[config.mk]
export PLATFORM = sky130hd
export DESIGN_NAME = micro_control_unit
export DESIGN_NICKNAME = d
export VERILOG_FILES = /design/src/rtl/micro_pkg.sv /design/src/rtl/micro_pc_reg.sv /design/src/rtl/micro_control_unit.sv
export SDC_FILE = /design/constraint.sdc
export NUM_CORES = 1
export LEC_CHECK = 0
export ABC_AREA = 1
export BUFFER_PORTS_ARGS = -buffer_cell sky130_fd_sc_hd__buf_2
export CORE_AREA = 2 2 44 46
export CTS_BUF_LIST = sky130_fd_sc_hd__clkbuf_8 sky130_fd_sc_hd__clkbuf_16
export DETAILED_ROUTE_END_ITERATION = 8
export DIE_AREA = 0 0 46 48
export PLACE_DENSITY = 0.69
export SYNTH_ARGS = -nofsm -noshare
export SYNTH_HDL_FRONTEND = slang
export SYNTH_SLANG_ARGS = --single-unit
[constraint.sdc]
create_clock -name clk -period 1.34 [get_ports clk]
set_clock_uncertainty 0.05 [all_clocks]
set_input_delay 0.067 -clock clk [delete_from_list [all_inputs] [get_ports clk]]
set_output_delay 0.067 -clock clk [all_outputs]
set_load 0.02 [all_outputs]
[src/rtl/micro_pkg.sv]
// -----------------------------------------------------------------------------
// micro_pkg
// Shared definitions for the 8-bit teaching microprocessor control unit:
// opcodes, internal-bus source selects, jump condition codes, ALU flag bit
// positions and the jump-condition helper used by the decoder.
// -----------------------------------------------------------------------------
package micro_pkg;

  // Opcodes live in instruction bits [8:6]
  localparam logic [2:0] OP_LOAD_IMM  = 3'b000;
  localparam logic [2:0] OP_LOAD_MEM  = 3'b001;
  localparam logic [2:0] OP_STORE_IMM = 3'b010;
  localparam logic [2:0] OP_STORE_REG = 3'b011;
  localparam logic [2:0] OP_MOVE      = 3'b100;
  localparam logic [2:0] OP_MATH      = 3'b101;
  localparam logic [2:0] OP_JUMP      = 3'b110;
  localparam logic [2:0] OP_NOP       = 3'b111;

  // Internal bus sources
  localparam logic [1:0] BUS_IMM = 2'b00;
  localparam logic [1:0] BUS_REG = 2'b01;
  localparam logic [1:0] BUS_MEM = 2'b10;
  localparam logic [1:0] BUS_ALU = 2'b11;

  // Jump condition codes (instruction bits [2:0] of a jump)
  localparam logic [2:0] COND_ALWAYS = 3'b000;
  localparam logic [2:0] COND_Z      = 3'b001;
  localparam logic [2:0] COND_C      = 3'b010;
  localparam logic [2:0] COND_N      = 3'b011;
  localparam logic [2:0] COND_NZ     = 3'b100;
  localparam logic [2:0] COND_NC     = 3'b101;
  localparam logic [2:0] COND_NN     = 3'b110;
  localparam logic [2:0] COND_NEVER  = 3'b111;

  // Bit positions inside the ALU flag vector
  localparam int FLAG_Z = 0;
  localparam int FLAG_C = 1;
  localparam int FLAG_N = 2;

  // True when the condition code is satisfied by the current flags
  function automatic logic cond_met(input logic [2:0] cond, input logic [2:0] flags);
    logic result;
    result = 1'b0;
    case (cond)
      COND_ALWAYS: result = 1'b1;
      COND_Z:      result = flags[FLAG_Z];
      COND_C:      result = flags[FLAG_C];
      COND_N:      result = flags[FLAG_N];
      COND_NZ:     result = ~flags[FLAG_Z];
      COND_NC:     result = ~flags[FLAG_C];
      COND_NN:     result = ~flags[FLAG_N];
      default:     result = 1'b0;
    endcase
    return result;
  endfunction

endpackage

[src/rtl/micro_pc_reg.sv]
// -----------------------------------------------------------------------------
// micro_pc_reg
// 8-bit program counter. Loads a jump target when load_en is high, otherwise
// increments (wrapping 8'hFF -> 8'h00) on every rising clock edge.
// Ports:
//   clk        system clock
//   rst        asynchronous active-high reset, forces pc to 8'h00
//   load_en    take load_value instead of incrementing
//   load_value jump target
//   pc         current program counter
// -----------------------------------------------------------------------------
module micro_pc_reg (
  input  logic       clk,
  input  logic       rst,
  input  logic       load_en,
  input  logic [7:0] load_value,
  output logic [7:0] pc
);

  // PC register; the 8-bit add wraps naturally at 8'hFF
  always_ff @(posedge clk or posedge rst) begin
    if (rst) begin
      pc <= 8'h00;
    end else if (load_en) begin
      pc <= load_value;
    end else begin
      pc <= pc + 8'd1;
    end
  end

endmodule

[src/rtl/micro_control_unit.sv]
// -----------------------------------------------------------------------------
// micro_control_unit
// Control unit of the 8-bit teaching microprocessor. Decodes the 9-bit
// instruction combinationally into datapath controls and owns the PC.
// Ports:
//   clk                      system clock
//   rst                      asynchronous active-high reset
//   i_instruccion[8:0]       [8:6] opcode, [5:3] Rx, [2:0] Ry/Num/OP/Cond
//   Rx[7:0]                  value of register Sel_reg[5:3]; jump target
//   Ban[2:0]                 ALU flags: [0] zero, [1] carry, [2] negative
//   Sel_op[2:0]              ALU operation
//   Sel_reg[5:0]             register read selects: [5:3] port A, [2:0] port B
//   W                        data-memory write enable
//   Sel_outbus[1:0]          internal bus source
//   Sel_DW[2:0]              write-back register (000 = no write)
//   o_direccion_instruccion  program counter / instruction address
// -----------------------------------------------------------------------------
module micro_control_unit
  import micro_pkg::*;
(
  input  logic       clk,
  input  logic       rst,
  input  logic [8:0] i_instruccion,
  input  logic [7:0] Rx,
  input  logic [2:0] Ban,
  output logic [2:0] Sel_op,
  output logic [5:0] Sel_reg,
  output logic       W,
  output logic [1:0] Sel_outbus,
  output logic [2:0] Sel_DW,
  output logic [7:0] o_direccion_instruccion
);

  logic [2:0] opcode;
  logic [2:0] field_x;
  logic [2:0] field_f;
  logic       jump_taken;

  assign opcode  = i_instruccion[8:6];
  assign field_x = i_instruccion[5:3];
  assign field_f = i_instruccion[2:0];

  // Instruction decode. Port A always follows the Rx field; reset suppresses
  // every write (memory and register file) while leaving the selects visible.
  always_comb begin
    Sel_op     = 3'b000;
    Sel_reg    = {field_x, 3'b000};
    W          = 1'b0;
    Sel_outbus = BUS_IMM;
    Sel_DW     = 3'b000;
    case (opcode)
      OP_LOAD_IMM: begin
        Sel_outbus = BUS_IMM;
        Sel_DW     = field_x;
      end
      OP_LOAD_MEM: begin
        Sel_reg[2:0] = field_f;
        Sel_outbus   = BUS_MEM;
        Sel_DW       = field_x;
      end
      OP_STORE_IMM: begin
        Sel_outbus = BUS_IMM;
        W          = 1'b1;
      end
      OP_STORE_REG: begin
        Sel_reg[2:0] = field_f;
        Sel_outbus   = BUS_REG;
        W            = 1'b1;
      end
      OP_MOVE: begin
        Sel_reg[2:0] = field_f;
        Sel_outbus   = BUS_REG;
        Sel_DW       = field_x;
      end
      OP_MATH: begin
        Sel_op     = field_f;
        Sel_outbus = BUS_ALU;
        Sel_DW     = field_x;
      end
      default: begin
      end
    endcase
    if (rst) begin
      W      = 1'b0;
      Sel_DW = 3'b000;
    end
  end

  assign jump_taken = (opcode == OP_JUMP) && cond_met(field_f, Ban);

  micro_pc_reg u_pc (
    .clk        (clk),
    .rst        (rst),
    .load_en    (jump_taken),
    .load_value (Rx),
    .pc         (o_direccion_instruccion)
  );

endmodule

Word level (Yosys, flattened, before mapping)
Index checks and enable logic that the tools add are counted.
- bits in registers: 8
- input bits: 22
- logic and storage cells: 33
- output and inout bits: 23
- bitwise gates (word level): 3
- reductions and logical operators: 7
- add/subtract/negate cells: 1
- equal/unequal tests: 12
- mux-type cells: 9
- operator list (kind ; number):
    3-bit equality test, second input constant ; 6
    3-bit by 2-bit equality test with 1-bit output, second input constant ; 4
    3-bit two-way mux ; 4
    8-bit by 1-bit adder with 8-bit output, second input constant ; 1
    8-bit two-way mux ; 1
    1-bit one-hot mux with 7 select lines ; 1
    3-bit by 1-bit equality test with 1-bit output, second input constant ; 2
    3-bit zero test ; 2
    2-bit one-hot mux with 3 select lines ; 1
    2-bit OR reduction ; 2
    4-bit OR reduction ; 1
    1-bit inverter ; 3
    3-bit OR reduction ; 1
    1-bit two-way mux ; 2
    1-bit logical AND ; 1

Logic depth before layout (Yosys ltp)
Gate-level depths: netlist of the first run.
- depth in word-level cells: 4
- mapped depth: 8
- mapped depth without buffers: 8

Modules after synthesis
A second synthesis of the first run with hierarchy kept.
- cell total of the unflattened synthesis: 106
- area, all modules: 651.9 µm²
- by module, submodules not included (module ; instances ; cells each ; area an instance (µm²) ; seq. area each (µm²)):
    micro_pc_reg ; 1 ; 58 ; 442.9 ; 200.2
    micro_control_unit ; 1 ; 48 ; 209.0 ; 0.0

Least setup slack after synthesis of the first run
Ideal clock, no wire load.
- path type: register to register
- from: register u_pc.pc[2]
- to: register u_pc.pc[7]
- data required time: 1.174 ns
- library setup time: 0.116 ns
- path slack: 0.069 ns
- path buffers: 0
- stages on the path, launching flop included: 8
- data arrival time: 1.105 ns
- period minus slack after synthesis: 1.271 ns
- path through: dfrtp_1 -> nand3_1 -> nor2_1 -> nand3_1 -> nand2_1 -> nand2_1 -> nand2_1 -> nand2_1
- cells in the longest elaborated chain, start to end: 2
- RTL lines (item ; RTL line ; text):
    start: declaration ; micro_pc_reg.sv:17 ; output logic [7:0] pc
    start signal: assignment ; micro_pc_reg.sv:25 ; pc <= load_value;
    start signal: assignment ; micro_pc_reg.sv:27 ; pc <= pc + 8'd1;
    8-bit by 1-bit adder with 8-bit output ; micro_pc_reg.sv:27 ;
    8-bit two-way mux ; micro_pc_reg.sv:24 ; end else if (load_en) begin
No other way between the ends.

Worst setup path in the final report of the first run
Ends and elaborated chain as after synthesis.

==> impl_metrics.csv, run 1 <==
group,metric,value,unit
run_status,status,"finished, final reports clean",
timing,finalSetupTns,0,ns
detailed_routing,route.antenna.remaining_nets,0,
synthesis,synth_fp_nets,119,
flow_run,cap_violations,0,
synthesis,synth.avg_cell_area,6.61,um^2
synthesis,synth_top_area_share,31.6,%
worst_setup_path,crit_fanout,5,
worst_setup_path,criticalPathCategory,"reg2reg",
placement,dp_slack,0.142,ns
timing,final.min_clock_period,1.21,ns
synthesis,synthCells,96,
floorplan,fp.coreArea,1690,um^2
timing,fin_ws,0.130,ns
detailed_routing,drt_iter0_markers,3,
clock_tree,htree_levels,1,
clock_tree,clkTransAtPathRegs,0.04,ns
floorplan,initial_core_util,37.6,%
finish,final_nets,167,
finish,reg_top3,"u_pc.pc (8)",
timing,relSlewSlack,71.8,%
finish,antenna_cells,0,
placement,gp_congestion,0.860,
global_routing,antenna_found_initial,0,
synthesis,synthTopCellsByArea,"dfrtp_1, nand2_1, nand3_1",
synthesis,yosysUniqueCellTypes,16,
worst_setup_path,cp.required,1.41,ns
placement,io_buffers,44,
global_routing,grt_pass1_vias,592,
power_and_ir_drop,peakVddDrop,0.000641,V
synthesis,ys_ff_latch,8,
timing,maxSlewViolCount,0,
finish,top_register,"u_pc.pc",
finish,final_util,54.0,%
finish,final_cell_mix,"buf_2, nand2_1, nand3_1",
timing,timing.fmax,0.826,GHz
finish,final_common_cell,"buf_2",
floorplan,rows,15,
finish,drive_gt1_share,37.3,%
clock_tree,root_buffer,"clkbuf_8",
detailed_routing,drc,0,
detailed_routing,vias,745,
clock_tree,clk-insertion-delay-late,0.23,ns
placement,dpl.hpwl,1280,um
floorplan,die_w,46,um
clock_tree,tritoncts,"done",
floorplan,fp.dieArea,2210,um^2
placement,dp.cells,155,
min_path,hold_class,"in2reg",
synthesis,ys_warn_count,0,
timing,max_slew.worst_pin.slew,0.419,ns
floorplan,pin_count,45,
detailed_routing,drt-total-wl,1560,um
finish,fin_cells,159,
power_and_ir_drop,power-per-cell-area,1590,nW/um^2
detailed_routing,firstDrtPassIters,2,
worst_setup_path,start_kind,"register",
synthesis,synth_top_cell_by_area,"dfrtp_1",
timing,rsz0062_at_grt,"false",
worst_setup_path,crit_path_end_kind,"register",
power_and_ir_drop,total_power,0.00145,W
clock_tree,cts_buffers,3,
global_routing,overflow,0,
synthesis,mappedNetlistArea,634,um^2
detailed_routing,drt-wirelength-per-cell,9.82,um
finish,syn_to_final_growth,43.8,%
timing,setup_viol,0,
global_routing,grt_usage,15.3,%
clock_tree,cts_max_path_buffers,2,
timing,finalHoldViolations,0,
global_routing,grt_first_pass_wirelength,2390,um
global_routing,grt_max_degree,10,
clock_tree,cts.sinks,8,
worst_setup_path,crit_arrival,1.28,ns
synthesis,ys_seq_area_share,31.6,%
power_and_ir_drop,p_leak,0.573,nW
finish,largest_reg_flops,8,
timing,period_share,90.3,%
detailed_routing,avgViaCountPerCell,4.69,
floorplan,die_height,48,um
[Yosys cell counts]
| master | n |
|---|---|
| buf_4 | 3 |
| dfrtp_1 | 8 |
| ha_1 | 1 |
| inv_1 | 10 |
| inv_2 | 2 |
| nand2_1 | 33 |
| nand2_4 | 1 |
| nand3_1 | 14 |
| nand3_4 | 1 |
| nand4_1 | 1 |
| nor2_1 | 12 |
| nor3_1 | 1 |
| nor3_4 | 1 |
| o21ai_0 | 3 |
| xnor2_1 | 2 |
| xor2_1 | 3 |
[power breakdown]
group | switching (W) | internal [W]
registers | 0.000121 | 0.000356
clock network | 0.0000996 | 0.000195
logic | 0.000415 | 0.000266
total | 0.000636 | 0.000818
[metrics by stage]
stage,cell area [um^2],hold slack [ns]
floorplan,634,-0.167
global placement,861,0.0200
detailed placement,861,0.0299
CTS,912,0.0126
global route,912,0.0181
finish,912,0.0105
[area by class of cell]
type | instances | area (um^2)
Fill cell | 169 | 777
Inverter | 12 | 45.0
Tap cell | 17 | 21.3
Sequential cell | 8 | 200
Multi-Input combinational cell | 73 | 367
Clock buffer | 3 | 41.3
Timing Repair Buffer | 46 | 238
[kinds of logic after synthesis]
kind of cell	Yosys count	share of synthesized area [%]
adder cells (fa/ha/maj)	1	1.97
XOR/XNOR	5	6.90
AND/OR/NAND/NOR	64	46.5
AO/OA/AOI/OAI	3	2.37
buffers and inverters	15	10.7
flip-flops	8	31.6
[worst max-delay path, cell delays in order (launching register included)]
cell	delay, ns
dfrtp_1	0.40
nand3_1	0.13
nor2_1	0.21
nand3_1	0.10
nand2_1	0.07
nand2_1	0.04
nand2_1	0.05
nand2_1	0.04
[repair_timing]
action	CTS	global route
hold buffers	1	0
setup buffers	0	0
gates resized for setup	0	0
endpoints found under the hold margin	8	0
[path summary, 6_finish.rpt]
path | startpoint | endpoint | slack [ns] | depth (start not counted)
max in group asynchronous | rst | u_pc.pc[4] | 0.68 | 3
hold reg to reg | u_pc.pc[0] | u_pc.pc[0] | 0.52 | 3
min in group asynchronous | rst | u_pc.pc[5] | 0.32 | 3
setup reg to reg | u_pc.pc[2] | u_pc.pc[7] | 0.13 | 7
hold / removal | Rx[7] | u_pc.pc[7] | 0.01 | 3
setup / recovery | u_pc.pc[2] | u_pc.pc[7] | 0.13 | 7
[metal layers]
metal	GRT usage [%]	vias to the layer above	share of wire, %
met5	0	-	0
met4	6.86	0	1.6
met3	4.15	3	9.9
met2	24.7	33	48
met1	19.1	319	40
li1	-	390	-
Note: power is estimated with default switching activity, not from simulation.
==> run 2, diff against run 1 <==
--- a/config.mk
+++ b/config.mk
@@ -5,13 +5,12 @@
 export SDC_FILE = /design/constraint.sdc
 export NUM_CORES = 1
 export LEC_CHECK = 0
-export ABC_AREA = 1
 export BUFFER_PORTS_ARGS = -buffer_cell sky130_fd_sc_hd__buf_2
-export CORE_AREA = 2 2 44 46
+export CORE_AREA = 2 2 43 45
 export CTS_BUF_LIST = sky130_fd_sc_hd__clkbuf_8 sky130_fd_sc_hd__clkbuf_16
 export DETAILED_ROUTE_END_ITERATION = 8
-export DIE_AREA = 0 0 46 48
-export PLACE_DENSITY = 0.69
+export DIE_AREA = 0 0 45 47
+export PLACE_DENSITY = 0.7
 export SYNTH_ARGS = -nofsm -noshare
 export SYNTH_HDL_FRONTEND = slang
 export SYNTH_SLANG_ARGS = --single-unit
==> run 2 against run 1 <==
Synthesized area is 4.5% lower. Synthesized cell count is 36% lower. Critical path depth is 2 lower. Non-clock buffer count is 6 higher. Sequential power is 3% higher. First-iteration DRC count stayed put. Die area is 4.2% lower. Maximum frequency is 6.8% lower.
==> impl_metrics.csv, run 2 <==
group,metric,value,unit
finish,final_cell_mix,"buf_2, mux2_2, buf_4",
worst_setup_path,start_kind,"register",
synthesis,synth_ff_type,"dfrtp_1",
min_path,hold_class,"in2reg",
finish,final_common_cell,"buf_2",
detailed_routing,drt-wirelength-per-cell,11.6,um
min_path,holdCritStartpoint,"Rx[0]",
global_routing,antenna_found_initial,0,
floorplan,pin_count,45,
placement,io_buffers,44,
clock_tree,cts_max_path_buffers,2,
clock_tree,root_buffer,"clkbuf_8",
clock_tree,htree_levels,1,
clock_tree,tritoncts,"done",
timing,period_share,96.9,%
floorplan,initial_core_util,36.7,%
synthesis,synth.avg_cell_area,9.93,um^2
power_and_ir_drop,power-per-cell-area,1670,nW/um^2
synthesis,mappedNetlistArea,606,um^2
placement,dpl.hpwl,1200,um
synthesis,async_flop_share,100,%
flow_run,cap_violations,0,
timing,final.min_clock_period,1.30,ns
global_routing,grt_first_pass_wirelength,2200,um
worst_setup_path,crit_slowest_cell,"dfrtp_2",
detailed_routing,drt_iter0_markers,3,
timing,relSlewSlack,75.8,%
finish,final_nets,138,
worst_setup_path,cp_cell_sequence,"ha_4 -> nand3_2 -> nor2_1 -> xor2_1 -> mux2_2",
global_routing,grt_pass1_vias,530,
floorplan,rows,15,
timing,setup_viol,0,
worst_setup_path,criticalPathCategory,"reg2reg",
clock_tree,clkTransAtPathRegs,0.04,ns
synthesis,yosysUniqueCellTypes,25,
timing,finalHoldViolations,0,
synthesis,ys_ff_latch,8,
detailed_routing,drt-total-wl,1520,um
power_and_ir_drop,p_leak,0.525,nW
min_path,min_path_cells,3,
worst_setup_path,crit_fanout,3,
floorplan,fp.dieArea,2120,um^2
finish,reg_top3,"u_pc.pc (8)",
worst_setup_path,crit_buf_inv,0,
worst_setup_path,path_delay_family,"flip-flops",
global_routing,overflow,0,
synthesis,synthCells,61,
finish,fin_cells,131,
worst_setup_path,r2r-start,"u_pc.pc[0]",
finish,largest_reg_flops,8,
global_routing,grt_max_degree,9,
synthesis,synth_most_common_cell,"dfrtp_1",
run_status,status,"finished, final reports clean",
floorplan,fp.coreArea,1650,um^2
detailed_routing,firstDrtPassIters,4,
worst_setup_path,worstRegToRegCells,5,
finish,top_register,"u_pc.pc",
worst_setup_path,crit_arrival,1.36,ns
synthesis,synth-edff-count,0,
worst_setup_path,max_stage_delay,0.42,ns
finish,antenna_cells,0,
worst_setup_path,r2r_end,"u_pc.pc[6]",
timing,rsz0062_at_grt,"false",
synthesis,synth_fp_nets,84,
synthesis,ys_seq_area_share,33.1,%
timing,timing.fmax,0.770,GHz
synthesis,synthTopCellsByCount,"dfrtp_1, mux2_2, and2_1, nand2_1, xor2_1",
synthesis,synth_top_area_share,33.1,%
synthesis,synthTopCellsByArea,"dfrtp_1, mux2_2, xor2_1",
detailed_routing,vias,620,
clock_tree,clk-insertion-delay-late,0.23,ns
synthesis,synth_top_cell_by_area,"dfrtp_1",
worst_setup_path,rrSetupSlack,0.04,ns
detailed_routing,route.antenna.remaining_nets,0,
detailed_routing,avgViaCountPerCell,4.73,
placement,dp.cells,124,
placement,gp_congestion,0.716,
finish,drive_gt1_share,63.2,%
clock_tree,cts_buffers,3,
power_and_ir_drop,total_power,0.00160,W
detailed_routing,drc,0,
clock_tree,cts.sinks,8,
global_routing,grt_usage,15.0,%
finish,syn_to_final_growth,58.7,%
timing,max_slew.worst_pin.slew,0.358,ns
worst_setup_path,crit_path_end_kind,"register",
timing,maxSlewViolCount,0,
floorplan,die_height,47,um
min_path,min_to,"u_pc.pc[0]",
floorplan,die_w,45,um
worst_setup_path,cp.required,1.40,ns
synthesis,ys_warn_count,0,
power_and_ir_drop,peakVddDrop,0.000980,V
worst_setup_path,crit_start,"u_pc.pc[0]",
-- run 2: cell count changes in the layout (fill, tap and decap cells not counted), moves of 5 or more --
cell / before / now
mux2_2: 0 / 7
and2_1: 0 / 5
inv_1: 10 / 4
buf_4: 1 / 7
nand3_1: 14 / 1
nand2_1: 33 / 4
nor2_1: 12 / 2
-- run 2: repair_timing --
action / CTS / global route
resized for setup: 1 / 2
hold buffers: 1 / 0
endpoints found under the setup margin: 1 / 5
hold endpoints to repair: 8 / 0
setup buffers: 1 / 1
pin swaps: 0 / 1
-- run 2: kinds of logic after synthesis --
family | Yosys count | share of synthesized area [%]
and+or+nand+nor | 27 | 26.2
muxes | 9 | 16.3
DFF | 8 | 33.1
xor gates and xnor gates | 6 | 8.68
buffers and inverters | 6 | 5.58
AOI/OAI and AO/OA | 4 | 8.06
adders and majority gates | 1 | 2.07
-- run 2: area by class of cell --
class	instances	area, um^2
fillers	152	691
repair buffers	52	283
flip-flops and latches	8	204
well taps	17	21.3
clock inverters	1	3.75
clock buffers	3	41.3
inverters	3	11.3
multi-input cells	47	397
-- run 2: stage by stage --
stage	instance area (um^2)	setup WS (ns)	utilization (%)	hold slack (ns)	setup TNS (ns)
after CTS	946	0.0331	57.3	0.0189	0
after floorplan	622	-0.0171	-	-0.168	-0.0171
final	961	0.0420	58.2	0.0227	0
after global routing	961	0.000288	58.2	0.0144	0
after global placement	878	-0.0243	53.2	-0.00183	-0.164
after detailed placement	878	-0.0803	53.2	-0.000438	-0.516
-- run 2: worst min-delay path, stage by stage --
cell     delay (ns)
buf_2          0.10
inv_1          0.04
mux2i_1        0.06
-- run 2: metal layers --
metal	up-vias	GRT usage, %	wire [um]
li1	318	-	-
met1	284	17.5	643
met2	14	25.1	783
met3	4	2.31	50
met4	0	10.6	44
met5	-	0	0
-- run 2: how the worst max path moves through the flow --
stage	endpoint	slack (ns)	depth (start not counted)
2_1_floorplan	u_pc.pc[6]	-0.02	5
3_3_place_gp	u_pc.pc[2]	-0.02	5
3_5_place_dp	u_pc.pc[5]	-0.08	5
4_1_cts	u_pc.pc[6]	0.03	5
5_1_grt	u_pc.pc[6]	0.0003	5
6_report	u_pc.pc[6]	0.04	5
-- run 2: report_power, final --
| part | switching, W | leakage [nW] | internal (W) |
|---|---|---|---|
| clock network | 0.0000967 | 0.0269 | 0.000198 |
| logic | 0.000414 | 0.407 | 0.000401 |
| registers | 0.000122 | 0.0911 | 0.000372 |
==> run 3, diff against run 2 <==
--- a/config.mk
+++ b/config.mk
@@ -13,4 +13,5 @@
 export PLACE_DENSITY = 0.7
 export SYNTH_ARGS = -nofsm -noshare
 export SYNTH_HDL_FRONTEND = slang
+export SYNTH_HIERARCHICAL = 1
 export SYNTH_SLANG_ARGS = --single-unit
==> run 3 against run 2 <==
Cell count is 15% higher. Largest cell class unchanged. Synthesized cell count rose by 18%. Maximum frequency down 2.1%. Sequential share of layout area down 2.6 points. Wire length up 12%. Sequential cell count is the same. Count of clock-buffer cells in the layout is the same. Critical endpoint is now u_pc/pc[7].
==> impl_metrics.csv, run 3 <==
group,metric,value,unit
floorplan,die_height,47,um
min_path,min_path_cells,3,
timing,max_slew.worst_pin.slew,0.318,ns
detailed_routing,drt-wirelength-per-cell,11.3,um
synthesis,yosysUniqueCellTypes,30,
finish,final_cell_mix,"buf_2, buf_4, nand2_1",
worst_setup_path,max_stage_delay,0.35,ns
power_and_ir_drop,switching_share,40.8,%
worst_setup_path,cp.required,1.40,ns
synthesis,synthTopCellsByCount,"nand2_1, dfrtp_1, nand3_1, nor2_1",
clock_tree,root_buffer,"clkbuf_8",
placement,io_buffers,44,
clock_tree,clk-insertion-delay-late,0.23,ns
timing,fin_ws,0.0136,ns
synthesis,synth_fp_nets,95,
floorplan,fp.coreArea,1650,um^2
floorplan,fp.dieArea,2120,um^2
detailed_routing,vias,741,
power_and_ir_drop,peakVddDrop,0.000965,V
timing,setup_viol,0,
detailed_routing,avgViaCountPerCell,4.91,
worst_setup_path,crit_buf_inv,2,
worst_setup_path,path_delay_family,"compound AO/OA/AOI/OAI gates",
synthesis,synth-edff-count,0,
finish,n_fill_cell,143,
detailed_routing,firstDrtPassIters,4,
worst_setup_path,crit_cells,7,
synthesis,mappedNetlistArea,601,um^2
finish,reg_top3,"u_pc/pc (8)",
floorplan,pin_count,45,
worst_setup_path,crit_slowest_cell,"a311o_1",
global_routing,grt_pass1_vias,646,
synthesis,synth_most_common_cell,"nand2_1",
synthesis,synthCells,72,
synthesis,ys_warn_count,6,
clock_tree,cts_max_path_buffers,2,
timing,maxSlewViolCount,0,
global_routing,grt_first_pass_wirelength,2550,um
clock_tree,htree_levels,1,
worst_setup_path,crit_arrival,1.39,ns
finish,final_common_cell,"buf_2",
timing,rsz0062_at_grt,"true",
synthesis,synthTopCellsByArea,"dfrtp_1, nand2_1, buf_4",
floorplan,die_w,45,um
flow_run,cap_violations,0,
detailed_routing,drt_iter0_markers,11,
clock_tree,tritoncts,"done",
clock_tree,cts.sinks,8,
synthesis,synth_top_cell_by_area,"dfrtp_1",
placement,dpl.hpwl,1300,um
power_and_ir_drop,p_clk_share,18.7,%
min_path,hold_class,"in2reg",
finish,drive_gt1_share,53.0,%
timing,finalHoldViolations,0,
synthesis,synth.avg_cell_area,8.34,um^2
global_routing,overflow,0,
finish,syn_to_final_growth,81.2,%
placement,gp_congestion,0.821,
timing,final.min_clock_period,1.33,ns
power_and_ir_drop,combPwrFrac,49.5,%
placement,dp_slack,-0.262,ns
synthesis,async_flop_share,100,%
finish,final_nets,158,
detailed_routing,drc,0,
worst_setup_path,start_kind,"input port",
power_and_ir_drop,switchingPower,0.000635,W
clock_tree,clkTransAtPathRegs,0.05,ns
synthesis,synth_top_area_share,33.3,%
worst_setup_path,crit_path_end_kind,"register",
global_routing,antenna_found_initial,0,
finish,antenna_cells,0,
worst_setup_path,criticalPathCategory,"in2reg",
detailed_routing,route.antenna.remaining_nets,0,
power_and_ir_drop,intPower,0.000921,W
floorplan,initial_core_util,36.4,%
finish,largest_reg_flops,8,
detailed_routing,drt-total-wl,1710,um
worst_setup_path,cp_cell_sequence,"buf_8 -> nor4b_4 -> a311o_1 -> a211oi_4 -> inv_1 -> o211a_1 -> a221o_1",
finish,top_register,"u_pc/pc",
global_routing,grt_max_degree,10,
synthesis,synth_ff_type,"dfrtp_1",
worst_setup_path,worstRegToRegCells,4,
worst_setup_path,crit_fanout,5,
worst_setup_path,rrSetupSlack,0.06,ns
global_routing,grt_usage,16.1,%
clock_tree,cts_buffers,3,
power_and_ir_drop,seqPwrFrac,31.7,%
timing,timing.fmax,0.754,GHz
power_and_ir_drop,power-per-cell-area,1430,nW/um^2
timing,relSlewSlack,78.7,%
synthesis,ys_ff_latch,8,
synthesis,ys_seq_area_share,33.3,%
floorplan,rows,15,
timing,period_share,99.0,%
power_and_ir_drop,p_leak,0.560,nW
timing,hold-worst-slack,0.00319,ns
run_status,status,"finished, final reports clean",
[run 3: final cells by class]
type	count	area, um^2	share of cell area [%]
clock buffers	3	41.3	3.79
clock inverters	1	3.75	0.345
inverters	2	7.51	0.690
multi-input cells	57	418	38.4
flip-flops and latches	8	203	18.6
well taps	17	21.3	1.95
repair buffers	63	394	36.2
[run 3: cell families (layout without fill, tap and decap cells)]
| group | after synthesis | after routing | share of synthesized area [%] |
|---|---|---|---|
| and+or+nand+nor | 38 | 38 | 33.3 |
| AOI/OAI and AO/OA | 12 | 12 | 14.6 |
| DFF | 8 | 8 | 33.3 |
| buffers and inverters | 7 | 69 | 7.08 |
| xor gates and xnor gates | 3 | 3 | 4.38 |
| muxes | 3 | 3 | 5.21 |
| adders and majority gates | 1 | 1 | 2.08 |
[run 3: final timing paths]
kind / end / from
min in group asynchronous: u_pc/pc[7] / rst
max in group asynchronous: u_pc/pc[1] / rst
max: u_pc/pc[7] / i_instruccion[0]
min: u_pc/pc[2] / Rx[2]
min reg2reg: u_pc/pc[0] / u_pc/pc[0]
max reg2reg: u_pc/pc[6] / u_pc/pc[0]
[run 3: worst reg2reg max path: stages, from the launching register on]
cell and delay [ns]:
dfrtp_2 0.40, ha_4 0.16, nand2_1 0.07, or4_1 0.47, nand3_1 0.08
[run 3: stage by stage]
| step | std cells | TNS, ns | total power [W] | utilization [%] | cell area [um^2] |
|---|---|---|---|---|---|
| 2_1_floorplan | 72 | -0.134 | 0.000939 | - | 634 |
| 3_3_place_gp | 141 | -1.22 | 0.00119 | 56.7 | 936 |
| 3_5_place_dp | 141 | -1.37 | 0.00121 | 56.7 | 936 |
| 4_1_cts | 149 | 0 | 0.00152 | 62.2 | 1030 |
| 5_1_grt | 151 | -0.0605 | 0.00168 | 65.9 | 1090 |
| 6_report | 151 | 0 | 0.00156 | 65.9 | 1090 |
[run 3: what timing repair did]
item                       4_1_cts  5_1_grt
buffers inserted                 0        2
pin swaps                        1        6
hold endpoints to repair        11        0
setup endpoints to repair        2        5
hold buffers                     4        0
resized for setup                1       13
[run 3: metal layers]
metal | share of wire (%) | global-route usage [%] | vias to the layer above
met5 | 0 | 0 | -
met4 | 0 | 5.29 | 0
met3 | 7.1 | 3.08 | 0
met2 | 52 | 28.6 | 30
met1 | 41 | 19.7 | 334
li1 | - | - | 377
[run 3: power groups by stage]
stage	Combinational, W	Sequential, W	Clock [W]
6_report	0.000771	0.000494	0.000292
5_1_grt	0.000849	0.000515	0.000315
3_5_place_dp	0.000700	0.000509	0
2_1_floorplan	0.000312	0.000627	0
4_1_cts	0.000717	0.000506	0.000300
3_3_place_gp	0.000693	0.000501	0
